[src/rtl/fwd_hazard_unit_if.sv]
// Bundle of pipeline-side signals for the forwarding / load-use hazard unit.
//   master : pipeline control (drives operand/dest info, receives selects and stalls)
//   slave  : fwd_hazard_unit
// Signals:
//   reg_src_ID/src_used_ID  source regs of the ID instruction and which slots are read
//   reg_src_EX              source regs of the EX instruction
//   reg_rd_IDEX/memread_IDEX, reg_rd_EXMEM/regwrite_EXMEM, reg_rd_MEMWB/regwrite_MEMWB
//   flush                   branch/jump flush of IF/ID and ID/EX
//   forward_sel             2 bits per slot: 00 regfile, 10 EX/MEM, 01 MEM/WB
//   stall_pc/stall_ifid/bubble_idex, stall_cycles
interface fwd_hazard_unit_if #(
   parameter int REG_ADDR_W = 5,
   parameter int NUM_SRC    = 2,
   parameter int CNT_W      = 16
) ();
   logic [NUM_SRC*REG_ADDR_W-1:0] reg_src_ID;
   logic [NUM_SRC-1:0]            src_used_ID;
   logic [NUM_SRC*REG_ADDR_W-1:0] reg_src_EX;
   logic [REG_ADDR_W-1:0]         reg_rd_IDEX;
   logic                          memread_IDEX;
   logic [REG_ADDR_W-1:0]         reg_rd_EXMEM;
   logic                          regwrite_EXMEM;
   logic [REG_ADDR_W-1:0]         reg_rd_MEMWB;
   logic                          regwrite_MEMWB;
   logic                          flush;
   logic [2*NUM_SRC-1:0]          forward_sel;
   logic                          stall_pc;
   logic                          stall_ifid;
   logic                          bubble_idex;
   logic [CNT_W-1:0]              stall_cycles;

   modport master (
      output reg_src_ID, src_used_ID, reg_src_EX, reg_rd_IDEX, memread_IDEX,
             reg_rd_EXMEM, regwrite_EXMEM, reg_rd_MEMWB, regwrite_MEMWB, flush,
      input  forward_sel, stall_pc, stall_ifid, bubble_idex, stall_cycles
   );

   modport slave (
      input  reg_src_ID, src_used_ID, reg_src_EX, reg_rd_IDEX, memread_IDEX,
             reg_rd_EXMEM, regwrite_EXMEM, reg_rd_MEMWB, regwrite_MEMWB, flush,
      output forward_sel, stall_pc, stall_ifid, bubble_idex, stall_cycles
   );
endinterface

[src/rtl/fwd_hazard_unit.sv]
// Forwarding and load-use hazard unit for the 5-stage pipeline.
//   clk, rst : clock (rising edge) and synchronous active-high reset
//   bus      : fwd_hazard_unit_if.slave carrying operand/dest info in, selects/stalls out
// Forwarding selects are combinational. A load-use hazard stalls PC and IF/ID and
// bubbles ID/EX for LOAD_LAT cycles; stall_cycles counts stalled cycles, saturating.
//
// state   | meaning
// --------+-----------------------------------------------------------
// S_IDLE  | no stall in progress; load-use hazards are evaluated
// S_STALL | remaining stall cycles of a hazard; cnt_q counts down to 0
module fwd_hazard_unit #(
   parameter int REG_ADDR_W  = 5,
   parameter int NUM_SRC     = 2,
   parameter int LOAD_LAT    = 1,
   parameter int ZERO_REG_EN = 1,
   parameter int CNT_W       = 16
) (
   input  logic               clk,
   input  logic               rst,
   fwd_hazard_unit_if.slave   bus
);

   typedef enum logic {S_IDLE, S_STALL} state_t;

   // The hazard cycle itself is the first stall cycle, so S_STALL covers LOAD_LAT-1 more.
   localparam logic [3:0] CNT_INIT = (LOAD_LAT > 1) ? 4'(LOAD_LAT - 2) : 4'd0;

   state_t             state_q;
   logic [3:0]         cnt_q;
   logic [CNT_W-1:0]   stall_cycles_q;
   logic [CNT_W-1:0]   stall_cycles_d;
   logic [2*NUM_SRC-1:0] fwd_sel;
   logic               dep_id;
   logic               hit;
   logic               stall;

   always_comb begin
      logic [REG_ADDR_W-1:0] src;
      logic                  fwd_ok;
      src     = '0;
      fwd_ok  = 1'b0;
      fwd_sel = '0;
      for (int i = 0; i < NUM_SRC; i++) begin
         src    = bus.reg_src_EX[i*REG_ADDR_W +: REG_ADDR_W];
         fwd_ok = !((ZERO_REG_EN != 0) && (src == '0));
         if (fwd_ok && bus.regwrite_EXMEM && (bus.reg_rd_EXMEM == src))
            fwd_sel[2*i +: 2] = 2'b10;
         else if (fwd_ok && bus.regwrite_MEMWB && (bus.reg_rd_MEMWB == src))
            fwd_sel[2*i +: 2] = 2'b01;
      end
      if (rst)
         fwd_sel = '0;
   end

   always_comb begin
      logic [REG_ADDR_W-1:0] src;
      src    = '0;
      dep_id = 1'b0;
      for (int i = 0; i < NUM_SRC; i++) begin
         src = bus.reg_src_ID[i*REG_ADDR_W +: REG_ADDR_W];
         if (bus.src_used_ID[i] && (src == bus.reg_rd_IDEX) &&
             !((ZERO_REG_EN != 0) && (src == '0)))
            dep_id = 1'b1;
      end
   end

   // Hazards are only looked at in S_IDLE so a repeat during a stall cannot extend it.
   assign hit   = (state_q == S_IDLE) && bus.memread_IDEX && dep_id;
   assign stall = (hit || (state_q == S_STALL)) && !bus.flush && !rst;

   assign stall_cycles_d = (stall && (stall_cycles_q != '1)) ?
                           stall_cycles_q + CNT_W'(1) : stall_cycles_q;

   always_ff @(posedge clk) begin
      if (rst) begin
         state_q        <= S_IDLE;
         cnt_q          <= 4'd0;
         stall_cycles_q <= '0;
      end else begin
         stall_cycles_q <= stall_cycles_d;
         if (bus.flush) begin
            state_q <= S_IDLE;
            cnt_q   <= 4'd0;
         end else begin
            case (state_q)
               S_IDLE: begin
                  if (hit && (LOAD_LAT > 1)) begin
                     state_q <= S_STALL;
                     cnt_q   <= CNT_INIT;
                  end
               end
               S_STALL: begin
                  if (cnt_q == 4'd0)
                     state_q <= S_IDLE;
                  else
                     cnt_q <= cnt_q - 4'd1;
               end
               default: begin
                  state_q <= S_IDLE;
                  cnt_q   <= 4'd0;
               end
            endcase
         end
      end
   end

   assign bus.forward_sel  = fwd_sel;
   assign bus.stall_pc     = stall;
   assign bus.stall_ifid   = stall;
   assign bus.bubble_idex  = stall;
   assign bus.stall_cycles = stall_cycles_q;

endmodule

[src/flat_wrapper.sv]
// flat-port wrapper written by rule: the top's interface ports become plain ports
module fwd_hazard_unit_flat 
#(
   parameter int REG_ADDR_W  = 5,
   parameter int NUM_SRC     = 2,
   parameter int LOAD_LAT    = 1,
   parameter int ZERO_REG_EN = 1,
   parameter int CNT_W       = 16
)
  (clk, rst, bus_reg_src_ID, bus_src_used_ID, bus_reg_src_EX, bus_reg_rd_IDEX, bus_memread_IDEX, bus_reg_rd_EXMEM, bus_regwrite_EXMEM, bus_reg_rd_MEMWB, bus_regwrite_MEMWB, bus_flush, bus_forward_sel, bus_stall_pc, bus_stall_ifid, bus_bubble_idex, bus_stall_cycles);
  fwd_hazard_unit_if #(.REG_ADDR_W(REG_ADDR_W), .NUM_SRC(NUM_SRC), .CNT_W(CNT_W)) bus_i ();
  input  logic clk;
  input  logic rst;
  input wire logic [$bits(bus_i.reg_src_ID)-1:0] bus_reg_src_ID;
  input wire logic [$bits(bus_i.src_used_ID)-1:0] bus_src_used_ID;
  input wire logic [$bits(bus_i.reg_src_EX)-1:0] bus_reg_src_EX;
  input wire logic [$bits(bus_i.reg_rd_IDEX)-1:0] bus_reg_rd_IDEX;
  input wire logic [$bits(bus_i.memread_IDEX)-1:0] bus_memread_IDEX;
  input wire logic [$bits(bus_i.reg_rd_EXMEM)-1:0] bus_reg_rd_EXMEM;
  input wire logic [$bits(bus_i.regwrite_EXMEM)-1:0] bus_regwrite_EXMEM;
  input wire logic [$bits(bus_i.reg_rd_MEMWB)-1:0] bus_reg_rd_MEMWB;
  input wire logic [$bits(bus_i.regwrite_MEMWB)-1:0] bus_regwrite_MEMWB;
  input wire logic [$bits(bus_i.flush)-1:0] bus_flush;
  output wire logic [$bits(bus_i.forward_sel)-1:0] bus_forward_sel;
  output wire logic [$bits(bus_i.stall_pc)-1:0] bus_stall_pc;
  output wire logic [$bits(bus_i.stall_ifid)-1:0] bus_stall_ifid;
  output wire logic [$bits(bus_i.bubble_idex)-1:0] bus_bubble_idex;
  output wire logic [$bits(bus_i.stall_cycles)-1:0] bus_stall_cycles;
  assign bus_i.reg_src_ID = bus_reg_src_ID;
  assign bus_i.src_used_ID = bus_src_used_ID;
  assign bus_i.reg_src_EX = bus_reg_src_EX;
  assign bus_i.reg_rd_IDEX = bus_reg_rd_IDEX;
  assign bus_i.memread_IDEX = bus_memread_IDEX;
  assign bus_i.reg_rd_EXMEM = bus_reg_rd_EXMEM;
  assign bus_i.regwrite_EXMEM = bus_regwrite_EXMEM;
  assign bus_i.reg_rd_MEMWB = bus_reg_rd_MEMWB;
  assign bus_i.regwrite_MEMWB = bus_regwrite_MEMWB;
  assign bus_i.flush = bus_flush;
  assign bus_forward_sel = bus_i.forward_sel;
  assign bus_stall_pc = bus_i.stall_pc;
  assign bus_stall_ifid = bus_i.stall_ifid;
  assign bus_bubble_idex = bus_i.bubble_idex;
  assign bus_stall_cycles = bus_i.stall_cycles;
  fwd_hazard_unit #(.REG_ADDR_W(REG_ADDR_W), .NUM_SRC(NUM_SRC), .LOAD_LAT(LOAD_LAT), .ZERO_REG_EN(ZERO_REG_EN), .CNT_W(CNT_W)) u_core (.clk(clk), .rst(rst), .bus(bus_i));
endmodule
[config.mk]
export PLATFORM = sky130hd
export DESIGN_NAME = fwd_hazard_unit_flat
export DESIGN_NICKNAME = d
export VERILOG_FILES = /design/src/rtl/fwd_hazard_unit_if.sv /design/src/rtl/fwd_hazard_unit.sv /design/src/flat_wrapper.sv
export SDC_FILE = /design/constraint.sdc
export NUM_CORES = 1
export LEC_CHECK = 0
export ABC_AREA = 0
export BUFFER_PORTS_ARGS = -buffer_cell sky130_fd_sc_hd__buf_4
export CORE_ASPECT_RATIO = 2
export CORE_MARGIN = 2
export CORE_UTILIZATION = 47
export CTS_CLUSTER_DIAMETER = 60
export DETAILED_ROUTE_END_ITERATION = 16
export PLACE_DENSITY = 0.83
export SLEW_MARGIN = 20
export SYNTH_ARGS = -nofsm -noshare
export SYNTH_HDL_FRONTEND = slang
export SYNTH_SLANG_ARGS = --single-unit
[constraint.sdc]
create_clock -name clk -period 2.8 [get_ports clk]
set_clock_uncertainty 0.2 [all_clocks]
set_input_delay 0.28 -clock clk [delete_from_list [all_inputs] [get_ports clk]]
set_output_delay 0.28 -clock clk [all_outputs]
set_load 0.005 [all_outputs]
# Word level (Yosys, flattened, before mapping)
# Index checks and enable logic that the tools add are counted.
# op_classes
n_lt_le_gt_ge	0
addsub	2
shifts	0
n_eq_ne	7
reduce_logical	32
n_mul	0
n_div	0
n_mux	8
bitwise_logic	2
# op_table
op	n
5-bit == test	6
5-bit zero test	4
1-bit logical AND	17
16-bit by 1-bit adder with 16-bit output (second input constant)	1
16-bit != test (second input constant)	1
1-bit zero test	6
1-bit 2-to-1 mux	5
4-bit zero test	1
2-bit 2-to-1 mux	2
4-bit 2-to-1 mux	1
4-bit by 1-bit subtractor with 4-bit output (second input constant)	1
3-bit OR reduction	1
1-bit NOT	2
2-bit AND reduction	1
2-bit OR reduction	1
1-bit logical OR	1
# word_totals
mem_bits_ro	0
memories	0
ff_bits	21
out_inout_bits	23
latchBits	0
ram_bits	0
input_bits	43

# Depth between registers and ports, before layout
# Gate-level depths: netlist of the first run.
# depth
depth_word	10
ltp_mapped	9
depth_no_buf	7

# Least setup slack after synthesis of the first run
# No wires, ideal clock.
# synth_path
path_type	input to register
start	input port bus_reg_rd_IDEX[0]
end	register u_core.stall_cycles_q[1] (netlist: u_core.bus.stall_cycles[1])
setup_time_ps	129
path_buffers	2
stages	8
t_arrival_ps	1746
path_slack_ps	725
path_cell_list	or4_1 a21oi_2 o41ai_4 o21ai_2 buf_6 buf_12 mux2i_1 nor2_1
# synth_between
elab_chain_cells	10
word_cells_on_any_way	13
classes_between	eq/ne (2); mux (2); reduce/logical (9)
# synth_lines
item	line	text
start: declaration	flat_wrapper.sv:17	input wire logic [$bits(bus_i.reg_rd_IDEX)-1:0] bus_reg_rd_IDEX;
5-bit == test	fwd_hazard_unit.sv:61	if (bus.src_used_ID[i] && (src == bus.reg_rd_IDEX) &&
1-bit logical AND (2 in a row)	fwd_hazard_unit.sv:61	
1-bit 2-to-1 mux	fwd_hazard_unit.sv:61	
1-bit 2-to-1 mux (*)	fwd_hazard_unit.sv:61	
1-bit logical AND (*)	fwd_hazard_unit.sv:68	assign hit = (state_q == S_IDLE) && bus.memread_IDEX && dep_id;
1-bit logical OR (*)	fwd_hazard_unit.sv:69	assign stall = (hit || (state_q == S_STALL)) && !bus.flush && !rst;
1-bit logical AND (*) (2 in a row)	fwd_hazard_unit.sv:69	
1-bit logical AND (*)	fwd_hazard_unit.sv:71	assign stall_cycles_d = (stall && (stall_cycles_q != '1)) ?
end signal: assignment	fwd_hazard_unit.sv:80	stall_cycles_q <= stall_cycles_d;
end: declaration	fwd_hazard_unit.sv:30	logic [CNT_W-1:0] stall_cycles_q;
# Every way passes the cells marked *; elsewhere a longest branch is shown, timed or not.
# A chain may end at the register's enable or synchronous reset.

# Worst setup path after layout of the first run
# layout_path
start	input port bus_reg_rd_IDEX[0]
end	register u_core.stall_cycles_q[0] (netlist: u_core.bus.stall_cycles[0])
# Same word-level chain as after synthesis.

==> results by group, run 1 <==
Status
  • Status: finished, final reports clean

Clock network
  • # hold bufs at CTS: 0
  • Root buffer cell: clkbuf_8
  • Reg clk slew, reported paths: approximately 70 ps
  • TritonCTS clock tree: done
  • Clock buffer depth: 2
  • H-tree depth: 1
  • Clock Sink Count: 21
  • Post-CTS setup buffers: 0
  • Number of clock buffers inserted by TritonCTS: 3
  • Post-CTS Resized: 0
  • Worst skew pair latency: 270 ps

Routing
  • Via density: between 5 and 6
  • Initial DRC count: 10
  • Antenna Nets Post-Route: 0
  • Routed len/inst: around 14 um
  • DR DRC count: 0
  • DR pass1 iterations: 4
  • Vias: 1598
  • Routed WL: around 3.8 mm

Placed design
  • DP Cell Count: between 200 and 300
  • Global placement routability congestion: a little under 0.8
  • Pre-CTS setup slack: 275 ps
  • Post-DP HPWL: 3.11 mm
  • Buffers on Ports: 65

Setup path
  • CP max stage delay: 540 ps
  • Worst-path maximum fanout: 16
  • Crit path arrival time: 2190 ps
  • Req. time, crit path: about 2800 ps
  • Kind of cell adding the most delay to the critical path: compound AO/OA/AOI/OAI gates
  • CP Capture Type: flip-flop
  • Cell mode on critical path: buf_4
  • Crit-path cells: buf_4 -> or4_1 -> a21oi_2 -> o41ai_4 -> o21ai_2 -> buf_4 -> xor2_1 -> nor2_1
  • CP Buf/Inv Count: 2
  • CP max stage cell: or4_1
  • Crit Path Class: in2reg
  • Startpoint types: input pin

Power
  • Sequential Power Share: between 40% and 50%
  • Leakage power: 0.818 nW
  • Comb pwr share: between 10% and 20%
  • Post-route total power: approximately 620 uW
  • Peak VDD IR: around 230 uV
  • P per Cell Area: 308 mW/mm2
  • NetSw: 154 uW
  • P_int: 469 uW
  • Switching part of the total: about a quarter
  • Clk network pwr share: between 30% and 40%

Global routing
  • Global-route wire length before repair: 6.27 mm
  • Largest net degree at the start of global routing: 17
  • Initial antenna violation count: 0
  • Gr ovfl total: 0
  • Vias in the first global route: between 1500 and 2000
  • Total track usage: between 20% and 30%

Min path
  • Hold Crit Class: in2reg

Die
  • Core ar.: around 0.003 mm2
  • Full die area: 0.00365 mm2
  • Initial Utilization: 49.9%
  • Die span in x: 43.8 um
  • Io pins: 66
  • Die extent in y: around 83 um
  • Row Count: 28

Layout
  • P&R area growth vs syn: 36.1%
  • Register area: 420 um2
  • Post-Route Utilization: approximately 68%
  • Share of layout cells above drive strength 1: approximately a third
  • Non-Filler Instances: about 270
  • # nets final: 290
  • Fill cells: around 260
  • Ant. Diodes: 0
  • Multi-input logic area: slightly below 0.001 mm2

Timing
  • Worst setup margin: approximately 560 ps
  • Final min period: 2240 ps
  • RSZ-0062 raised after global routing: no
  • Final setup fails: 0
  • Fin. max-slew vios: 0
  • Fmax: 447 MHz
  • Worst Max-Slew Pin Slew: 576 ps
  • Fin. Hold Viols: 0
  • Slew HR: about three fifths
  • Final period util: between 70% and 80%
  • Setup Total Neg Slack: 0 ps

Yosys
  • Synthesized flop and latch total: 21
  • Seq/Total Area, Yosys: ~28%
  • Cells after synthesis: between 150 and 200
  • Mapped cell area: 0.00149 mm2
  • Syn_nets: roughly 220
  • Synth Warn #: 0
  • Avg Cell Area, Syn: around 8.3 um2
  • Synth cell types: 36

Flow run
  • Maxcap violations: 0
Yosys cell counts:
cell type   n  share of area, %
mux2i_1     1              0.67
inv_1       8               2.0
a21oi_1    10               3.4
o2111ai_1   1              0.59
ha_1        2               1.7
and3_1      3               1.3
clkbuf_1    1              0.25
nor2_2      1              0.42
o211ai_1    2               1.0
or2_1       1              0.42
o21a_1      1              0.51
nor3_2      1              0.67
o41ai_1     2               1.2
nand4_1     9               3.8
nand2_1    12               3.0
nor2b_1     1              0.42
o31ai_1     9               4.5
dfxtp_1    21                28
nor2_1     14               3.5
buf_4       2               1.0
or4_1      10               5.1
and2_1      3               1.3
o21ai_2     1              0.59
and4_1      1              0.59
nand3_1     8               2.7
nor4_1      6               2.5
o41ai_4     1               1.9
buf_6       1              0.76
a21oi_2     2               1.2
buf_12      1               1.3
o21ai_1     2              0.67
xor2_1      7               4.1
nand2b_1    1              0.42
xnor2_1    26                15
o311ai_0    2               1.2
or3_1       4               1.7
metrics by stage:
| stage | instance area, um2 | hold WS [ps] |
|---|---|---|
| after floorplan | 1490 | 149 |
| after global placement | 1980 | 284 |
| final | 2020 | 95.4 |
| after detailed placement | 1980 | 283 |
| after CTS | 2020 | 96.1 |
| after global routing | 2020 | 110 |
final cells by class:
| cell class | instances | area share [%] |
|---|---|---|
| multi-input cells | 144 | 48.7 |
| repair buffers | 67 | 24.9 |
| flip-flops and latches | 21 | 20.8 |
| clock buffers | 3 | 2.04 |
| well taps | 30 | 1.86 |
| inverters | 8 | 1.49 |
| clock inverters | 1 | 0.248 |
flip-flops by register name, summed over array words and instances, names as in the netlist:
name                     count
u_core.state_q               1
u_core.bus.stall_cycles     16
u_core.cnt_q                 4
routing by layer:
metal	share of wire, %	global-route usage (%)
met5	0	0
met4	2.1	9.64
met3	7.1	4.76
met2	56	41.0
met1	35	21.9
kinds of logic after synthesis:
logic type	count (synthesis)	synth area share, %
compound gates	33	16.7
xor+xnor	33	19.5
fa+ha+maj	2	1.68
buf+inv	13	5.39
flops	21	28.3
mux	1	0.674
simple gates	75	27.8
worst paths after layout:
path / from / endpoint / slack (ps) / cells after the start
max: bus_reg_rd_IDEX[0] / u_core.bus.stall_cycles[0]$_SDFFE_PP0P_ / 560 / 8
max reg2reg: u_core.bus.stall_cycles[4]$_SDFFE_PP0P_ / u_core.bus.stall_cycles[14]$_SDFFE_PP0P_ / 590 / 5
min: rst / u_core.bus.stall_cycles[3]$_SDFFE_PP0P_ / 100 / 2
min reg2reg: u_core.bus.stall_cycles[15]$_SDFFE_PP0P_ / u_core.bus.stall_cycles[15]$_SDFFE_PP0P_ / 310 / 2
placed cells by master (no fill, tap or decap), drive strengths merged:
cell / n
nor4: 6
o21ai: 3
xor2: 7
clkinv: 1
o31ai: 9
clkbuf: 3
xnor2: 26
nor2b: 1
and4: 1
inv: 8
nand2: 12
o211ai: 2
o41ai: 3
or4: 10
nand4: 9
and3: 3
nand3: 8
or3: 4
or2: 1
o21a: 1
dfxtp: 21
and2: 3
mux2i: 1
nand2b: 1
nor3: 1
ha: 2
buf: 67
nor2: 15
a21oi: 12
o2111ai: 1
o311ai: 2
worst reg2reg max path, delay by kind of cell (launching register included):
family / cells / cell delay [ps]
AO/OA/AOI/OAI: 1 / 140
AND/OR/NAND/NOR: 4 / 1380
flip-flops: 1 / 430
power by group through the flow:
stage	Clock [mW]	Combinational [mW]	Sequential, mW
2_1_floorplan	0	0.0526	0.306
3_3_place_gp	0	0.123	0.306
3_5_place_dp	0	0.123	0.306
4_1_cts	0.205	0.124	0.299
5_1_grt	0.216	0.134	0.299
6_report	0.202	0.122	0.299
No activity file was read; power rests on OpenSTA's default activity.
==> run 2: changes to the inputs <==
- ABC_AREA: 0 -> 1
- CORE_UTILIZATION: 47 -> 50
- PLACE_DENSITY: 0.83 -> 0.84
- clock period: 2.8 -> 2.2 ns (I/O delays scaled with it)
==> run 2 against run 1 <==
Utilization increased by 2.0 points; hold slack worse by 44 ps; design area up 17%; synthesized cell count increased by 58%; sequential share of layout area shrank 3.0 points; non-clock buffer count grew 5; sequential cell count is the same; via count up 32%; global-route usage is 5.2 points higher; sequential power up 27%; clock-buffer cell count stayed put; power grew 32%.
==> results by group, run 2 <==
Status
  • Status: finished, final reports clean

Layout
  • Post-Route Utilization: 69.9% (+2.0 points)
  • Share of layout cells above drive strength 1: 27.4% (-4.2 points)
  • Fill cells: 301 (+14%)
  • Commonest cells after routing, fill and taps aside: buf_4 (72), nand2_1 (68), inv_1 (46), nor2_1 (33), dfxtp_1 (21)
  • # nets final: 397 (+37%)
  • Commonest non-fill, non-tap cell in the layout: buf_4
  • Ant. Diodes: 0 (unchanged)
  • Non-Filler Instances: 383 (+40%)
  • P&R area growth vs syn: 33.1%
  • Max reg flops: 16 (unchanged)

Yosys
  • Seq/Total Area, Yosys: 23.7% (-4.6 points)
  • Synth cell count leaders: nand2_1 (68), inv_1 (46), nor2_1 (33)
  • Synthesized flop and latch total: 21 (unchanged)
  • Cells after synthesis: 282 (+58%)
  • Synth top area share: 23.7% (-4.6 points)
  • Syn_nets: 327 (+47%)
  • Top_reg_cell synth: dfxtp_1
  • Synth cell types: 33 (-8.3%)
  • Number of synthesized flops with an enable pin: 0 (unchanged)
  • Mapped cell area: 0.00177 mm2 (+19%)
  • Largest cells by area after synthesis: dfxtp_1 (24%), nand2_1 (14%), inv_1 (9.7%)
  • Synth area leader: dfxtp_1
  • Synth Warn #: 0 (unchanged)
  • Avg Cell Area, Syn: 6.29 um2 (-25%)
  • Count leader, synth: nand2_1
  • Share of flip-flops with an asynchronous set or reset: 0% (unchanged)

Timing
  • Final period util: 94.7%
  • Slew HR: 79.1% (+17 points)
  • Worst setup margin: 117 ps (-446 ps)
  • Final setup fails: 0 (unchanged)
  • Final min period: 2080 ps
  • Worst Max-Slew Pin Slew: 312 ps (-264 ps)
  • Hold WS: 51.2 ps (-44.2 ps)
  • RSZ-0062 raised after global routing: yes
  • Fmax: between 400 and 500 MHz
  • Fin. Hold Viols: 0 (unchanged)
  • Fin. max-slew vios: 0 (unchanged)

Setup path
  • CP max stage cell: dfxtp_1
  • Worst r2r src: u_core.bus.stall_cycles[0]$_SDFFE_PP0P_
  • FF-to-FF path depth: 9 (+4)
  • Critical Path End: u_core.bus.stall_cycles[10]$_SDFFE_PP0P_
  • Startpoint types: flip-flop
  • RR Endpoint: u_core.bus.stall_cycles[10]$_SDFFE_PP0P_
  • Crit Path Class: reg2reg
  • Crit-path cells: ha_1 -> nand2_1 -> nor3_4 -> nand2_2 -> nor2_4 -> nand2_2 -> nand3_2 -> nand2_1 -> a21oi_2
  • Worst-path maximum fanout: 12 (-4)
  • CP max stage delay: 390 ps (-150 ps)
  • Req. time, crit path: 2210 ps (-550 ps)
  • Setup crit start: u_core.bus.stall_cycles[0]$_SDFFE_PP0P_
  • Reg-to-reg slack, setup: 120 ps (-470 ps)
  • CP Capture Type: flip-flop
  • Crit path arrival time: 2090 ps (-100 ps)

Clock network
  • Clock buffer depth: 2 (unchanged)
  • Clock Sink Count: 21 (unchanged)
  • Post-CTS setup buffers: 0 (unchanged)
  • TritonCTS clock tree: done
  • Post-CTS Resized: 0 (unchanged)
  • Number of clock buffers inserted by TritonCTS: 3 (unchanged)
  • Reg clk slew, reported paths: 80 ps (about the same)
  • H-tree depth: 1 (unchanged)
  • Worst skew pair latency: 270 ps (about the same)
  • Root buffer cell: clkbuf_8

Power
  • Peak VDD IR: 310 uV (+34%)
  • NetSw: 231 uW (+50%)
  • Clk network pwr share: 32.5% (about the same)
  • Leakage power: 1.14 nW (+40%)
  • Switching part of the total: 28.0% (+3.2 points)
  • Sequential Power Share: 46.1% (-1.8 points)
  • Post-route total power: 825 uW (+32%)
  • Comb pwr share: 21.4% (+1.7 points)
  • P per Cell Area: 349 mW/mm2 (+13%)
  • P_int: 594 uW (+27%)

Placed design
  • DP Cell Count: 378 (+40%)
  • Buffers on Ports: 65 (unchanged)
  • Post-DP HPWL: 4.16 mm (+34%)
  • Pre-CTS setup slack: 119 ps (-156 ps)
  • Global placement routability congestion: 0.829 (+5.0%)

Die
  • Initial Utilization: 52.5% (+2.6 points)
  • Full die area: 0.00407 mm2 (+11%)
  • Die extent in y: 88.2 um (+5.7%)
  • Die span in x: 46.1 um (+5.4%)
  • Io pins: 66 (unchanged)
  • Core ar.: 0.00338 mm2 (+13%)
  • Row Count: 30 (+7.1%)

Global routing
  • Vias in the first global route: 2101 (+36%)
  • Initial antenna violation count: 0 (unchanged)
  • Global-route wire length before repair: 8.31 mm (+33%)
  • Gr ovfl total: 0 (unchanged)
  • Total track usage: 27.4% (+5.2 points)
  • Largest net degree at the start of global routing: 18 (+1)

Routing
  • Antenna Nets Post-Route: 0 (unchanged)
  • Vias: 2106 (+32%)
  • DR pass1 iterations: 4 (unchanged)
  • Routed WL: 5.18 mm (+37%)
  • Initial DRC count: 42 (+32)
  • Via density: 5.50 (-5.7%)
  • Routed len/inst: 13.5 um (-1.8%)
  • DR DRC count: 0 (unchanged)

Min path
  • Hold Crit Class: in2reg

Flow run
  • Maxcap violations: 0 (unchanged)
==> run 2: worst min path at each step <==
stage	from	to	slack, ps	cells past startpoint
finish	rst	u_core.bus.stall_cycles[0]$_SDFFE_PP0P_	50	4
CTS	rst	u_core.bus.stall_cycles[0]$_SDFFE_PP0P_	60	4
floorplan	u_core.cnt_q[0]$_SDFFE_PP0P_	u_core.cnt_q[0]$_SDFFE_PP0P_	240	2
detailed placement	u_core.cnt_q[0]$_SDFFE_PP0P_	u_core.cnt_q[0]$_SDFFE_PP0P_	260	2
global route	rst	u_core.bus.stall_cycles[0]$_SDFFE_PP0P_	80	4
global placement	u_core.cnt_q[0]$_SDFFE_PP0P_	u_core.cnt_q[0]$_SDFFE_PP0P_	250	2
==> run 2: power by group through the flow <==
stage / Clock, mW / Combinational (mW) / Sequential [mW]
floorplan: 0 / 0.0789 / 0.389
global placement: 0 / 0.172 / 0.389
detailed placement: 0 / 0.175 / 0.389
CTS: 0.266 / 0.176 / 0.380
global route: 0.280 / 0.199 / 0.380
finish: 0.268 / 0.176 / 0.380
==> run 2: metrics by stage <==
stage               setup TNS (ps)  area [um2]
global placement                 0        2310
CTS                              0        2350
floorplan                        0        1770
detailed placement               0        2310
finish                           0        2360
global route                 -9.43        2360
==> run 2: cell families after synthesis <==
kind of cell | Yosys count | share of synthesized area (%)
buffers and inverters | 58 | 13.3
flip-flops | 21 | 23.7
AO/OA/AOI/OAI | 35 | 13.1
adder cells (fa/ha/maj) | 2 | 1.41
AND/OR/NAND/NOR | 143 | 37.1
XOR/XNOR | 23 | 11.4
==> run 2: worst max-delay path: cells and delay by family (launching register included) <==
kind,cells,cell delay [ps]
fa+ha+maj,1,210
flops,1,390
compound gates,1,110
simple gates,7,1110
==> run 2: cell type report <==
class | instances | area [um2] | area share [%]
multi-input cells | 204 | 1130 | 47.7
repair buffers | 72 | 541 | 22.9
flip-flops and latches | 21 | 420 | 17.8
inverters | 50 | 188 | 7.94
clock buffers | 3 | 41.3 | 1.75
well taps | 32 | 40.0 | 1.69
clock inverters | 1 | 5.00 | 0.212
==> run 2: per-layer routing <==
layer / track usage, % / up-vias / share of wire, %
met3: 3.06 / 18 / 5.2
met4: 12.5 / 0 / 3.8
li1: - / 1042 / -
met1: 22.0 / 949 / 32
met5: 0 / - / 0
met2: 57.4 / 97 / 59
==> run 2: what timing repair did <==
item                       4_1_cts  5_1_grt
hold endpoints to repair         0        0
setup endpoints to repair        0       13
hold buffers                     0        0
==> run 3: changes to the inputs <==
- BUFFER_PORTS_ARGS: -buffer_cell sky130_fd_sc_hd__buf_4 -> default
- CORE_UTILIZATION: 50 -> 63
- DONT_BUFFER_PORTS: default -> 1
- PLACE_DENSITY: 0.84 -> 0.82
==> run 3 against run 2 <==
First-iteration DRC count is 14% lower; critical path depth unchanged; non-clock buffer count down 61; setup slack gained 8.0 ps; final cell count down 17%; critical endpoint is now u_core.bus.stall_cycles[4]$_SDFFE_PP0P_; largest power group unchanged.
==> results by group, run 3 (same netlist as run 2, synthesis figures left out) <==
Clock network
  • Clock Sink Count: 21 (unchanged)
  • Reg clk slew, reported paths: 80 ps (about the same)
  • Clock buffer depth: 2 (unchanged)
  • Root buffer cell: clkbuf_8
  • TritonCTS clock tree: done
  • Worst skew pair latency: 260 ps (about the same)
  • H-tree depth: 1 (unchanged)
  • Number of clock buffers inserted by TritonCTS: 3 (unchanged)

Layout
  • # nets final: 336 (-15%)
  • Ant. Diodes: 0 (unchanged)
  • P&R area growth vs syn: 7.69%
  • Commonest cells after routing, fill and taps aside: nand2_1 (68), inv_1 (46), nor2_1 (33), dfxtp_1 (21), xor2_1 (19)
  • Commonest non-fill, non-tap cell in the layout: nand2_1
  • Max reg flops: 16 (unchanged)
  • Fill cells: 255 (-15%)
  • Share of layout cells above drive strength 1: 10.7% (-17 points)
  • Register area: 420 um2 (unchanged)
  • Multi-input logic area: 0.00113 mm2 (unchanged)

Global routing
  • Initial antenna violation count: 0 (unchanged)
  • Global-route wire length before repair: 7.57 mm (-9.0%)
  • Grt met3 use: 6.59% (+3.5 points)
  • GR Layer Usage met2: 61.6% (+4.1 points)
  • Gr ovfl total: 0 (unchanged)
  • M1 GR Usage: 22.6% (+0.60 points)
  • Largest net degree at the start of global routing: 18 (unchanged)
  • Total track usage: 29.1% (+1.7 points)
  • Vias in the first global route: 1902 (-9.5%)
  • GR peak layer: met2

Routing
  • DR DRC count: 0 (unchanged)
  • Antenna Nets Post-Route: 0 (unchanged)
  • Routed len/inst: 14.5 um (+7.4%)
  • Vias: 1844 (-12%)
  • Routed WL: 4.63 mm (-11%)
  • Initial DRC count: 36 (-14%)
  • Via density: 5.78 (+5.1%)
  • DR pass1 iterations: 4 (unchanged)

Power
  • Peak VDD IR: 365 uV (+18%)
  • Leakage power: 0.833 nW (-27%)
  • P per Cell Area: 385 mW/mm2 (+10%)

Setup path
  • Crit-path cells: ha_1 -> nand2_1 -> nor3_4 -> nand2_2 -> nor2_4 -> nand2_2 -> buf_4 -> nand4_1 -> a21oi_2
  • Crit Path Class: reg2reg
  • CP Capture Type: flip-flop
  • Req. time, crit path: 2130 ps (-80 ps)
  • Startpoint types: flip-flop
  • CP max stage delay: 410 ps (+20 ps)
  • Cell mode on critical path: nand2_2
  • Worst-path maximum fanout: 9 (-3)
  • Crit path arrival time: 2000 ps (-90 ps)
  • CP max stage cell: dfxtp_1

Die
  • Io pins: 66 (unchanged)
  • Die extent in y: 79.1 um (-10%)
  • Full die area: 0.00328 mm2 (-19%)
  • Die span in x: 41.5 um (-10%)
  • Core ar.: 0.00270 mm2 (-20%)
  • Initial Utilization: 65.6% (+13 points)
  • Row Count: 27 (-10%)

Timing
  • Final min period: 2070 ps (-7.99 ps)
  • Setup Total Neg Slack: 0 ps (unchanged)
  • Worst setup margin: 125 ps (+7.99 ps)
  • Worst Max-Slew Pin Slew: 692 ps (+380 ps)
  • Slew HR: 53.7% (-25 points)
  • RSZ-0062 raised after global routing: no
  • Hold WS: 32.8 ps (-18.4 ps)
  • Fmax: 482 MHz (+0.39%)
  • Final setup fails: 0 (unchanged)
  • Final period util: 94.3% (-0.36 points)
  • Fin. Hold Viols: 0 (unchanged)
  • Fin. max-slew vios: 0 (unchanged)

Status
  • Status: finished, final reports clean

Placed design
  • Post-DP HPWL: 3.51 mm (-16%)
  • Pre-CTS setup slack: 184 ps (+64.8 ps)
  • Buffers on Ports: 0 (-100%)
  • Global placement routability congestion: 0.884 (+6.6%)

Flow run
  • Maxcap violations: 0 (unchanged)

Min path
  • Hold Crit Class: in2reg
[run 3: cell types whose count changed in the layout (fill, tap and decap cells not counted), sizes merged]
cell         change
buf             -65
dlygate4sd3      +4
[run 3: repair_timing]
action,CTS,global route
gates resized for setup,0,0
setup buffers,0,2
hold endpoints to repair,17,0
hold buffers,4,0
endpoints found under the setup margin,0,15
[run 3: cell type report]
class                   instances  area share, %
clock buffers                   3           2.16
multi-input cells             204           59.0
clock inverters                 1          0.262
flip-flops and latches         21           22.0
well taps                      29           1.90
repair buffers                 11           4.85
inverters                      50           9.82
[run 3: worst max-delay path, delay by kind of cell (launching register included)]
family          cells  cell delay, ps
flops               1             410
simple gates        6             830
compound gates      1              70
fa+ha+maj           1             210
buf+inv             1             220
[run 3: where the power goes]
| group | internal [mW] | switching, mW |
|---|---|---|
| registers | 0.380 | 0.000452 |
| clock network | 0.126 | 0.130 |
| logic | 0.0422 | 0.0576 |
| total | 0.548 | 0.188 |
[run 3: path summary, 6_finish.rpt]
path	slack, ps	start	cells past startpoint	to
setup / recovery	130	u_core.bus.stall_cycles[0]$_SDFFE_PP0P_	9	u_core.bus.stall_cycles[4]$_SDFFE_PP0P_
hold / removal	30	rst	3	u_core.cnt_q[0]$_SDFFE_PP0P_
setup reg to reg	130	u_core.bus.stall_cycles[0]$_SDFFE_PP0P_	9	u_core.bus.stall_cycles[4]$_SDFFE_PP0P_
hold reg to reg	270	u_core.cnt_q[0]$_SDFFE_PP0P_	2	u_core.cnt_q[0]$_SDFFE_PP0P_
[run 3: metal layers]
| metal | part of all wire [%] | routed length (um) |
|---|---|---|
| met5 | 0 | 0 |
| met1 | 32 | 1460 |
| met2 | 58 | 2700 |
| met4 | 4.3 | 201 |
| met3 | 5.8 | 270 |
[run 3: per-stage QoR]
step / util [%] / total power, mW / instances / cell area (um2)
global placement: 66.6 / 0.475 / 308 / 1800
CTS: 69.8 / 0.737 / 316 / 1890
floorplan: - / 0.468 / 282 / 1770
finish: 70.7 / 0.736 / 319 / 1910
detailed placement: 66.6 / 0.477 / 308 / 1800
global route: 70.7 / 0.763 / 319 / 1910
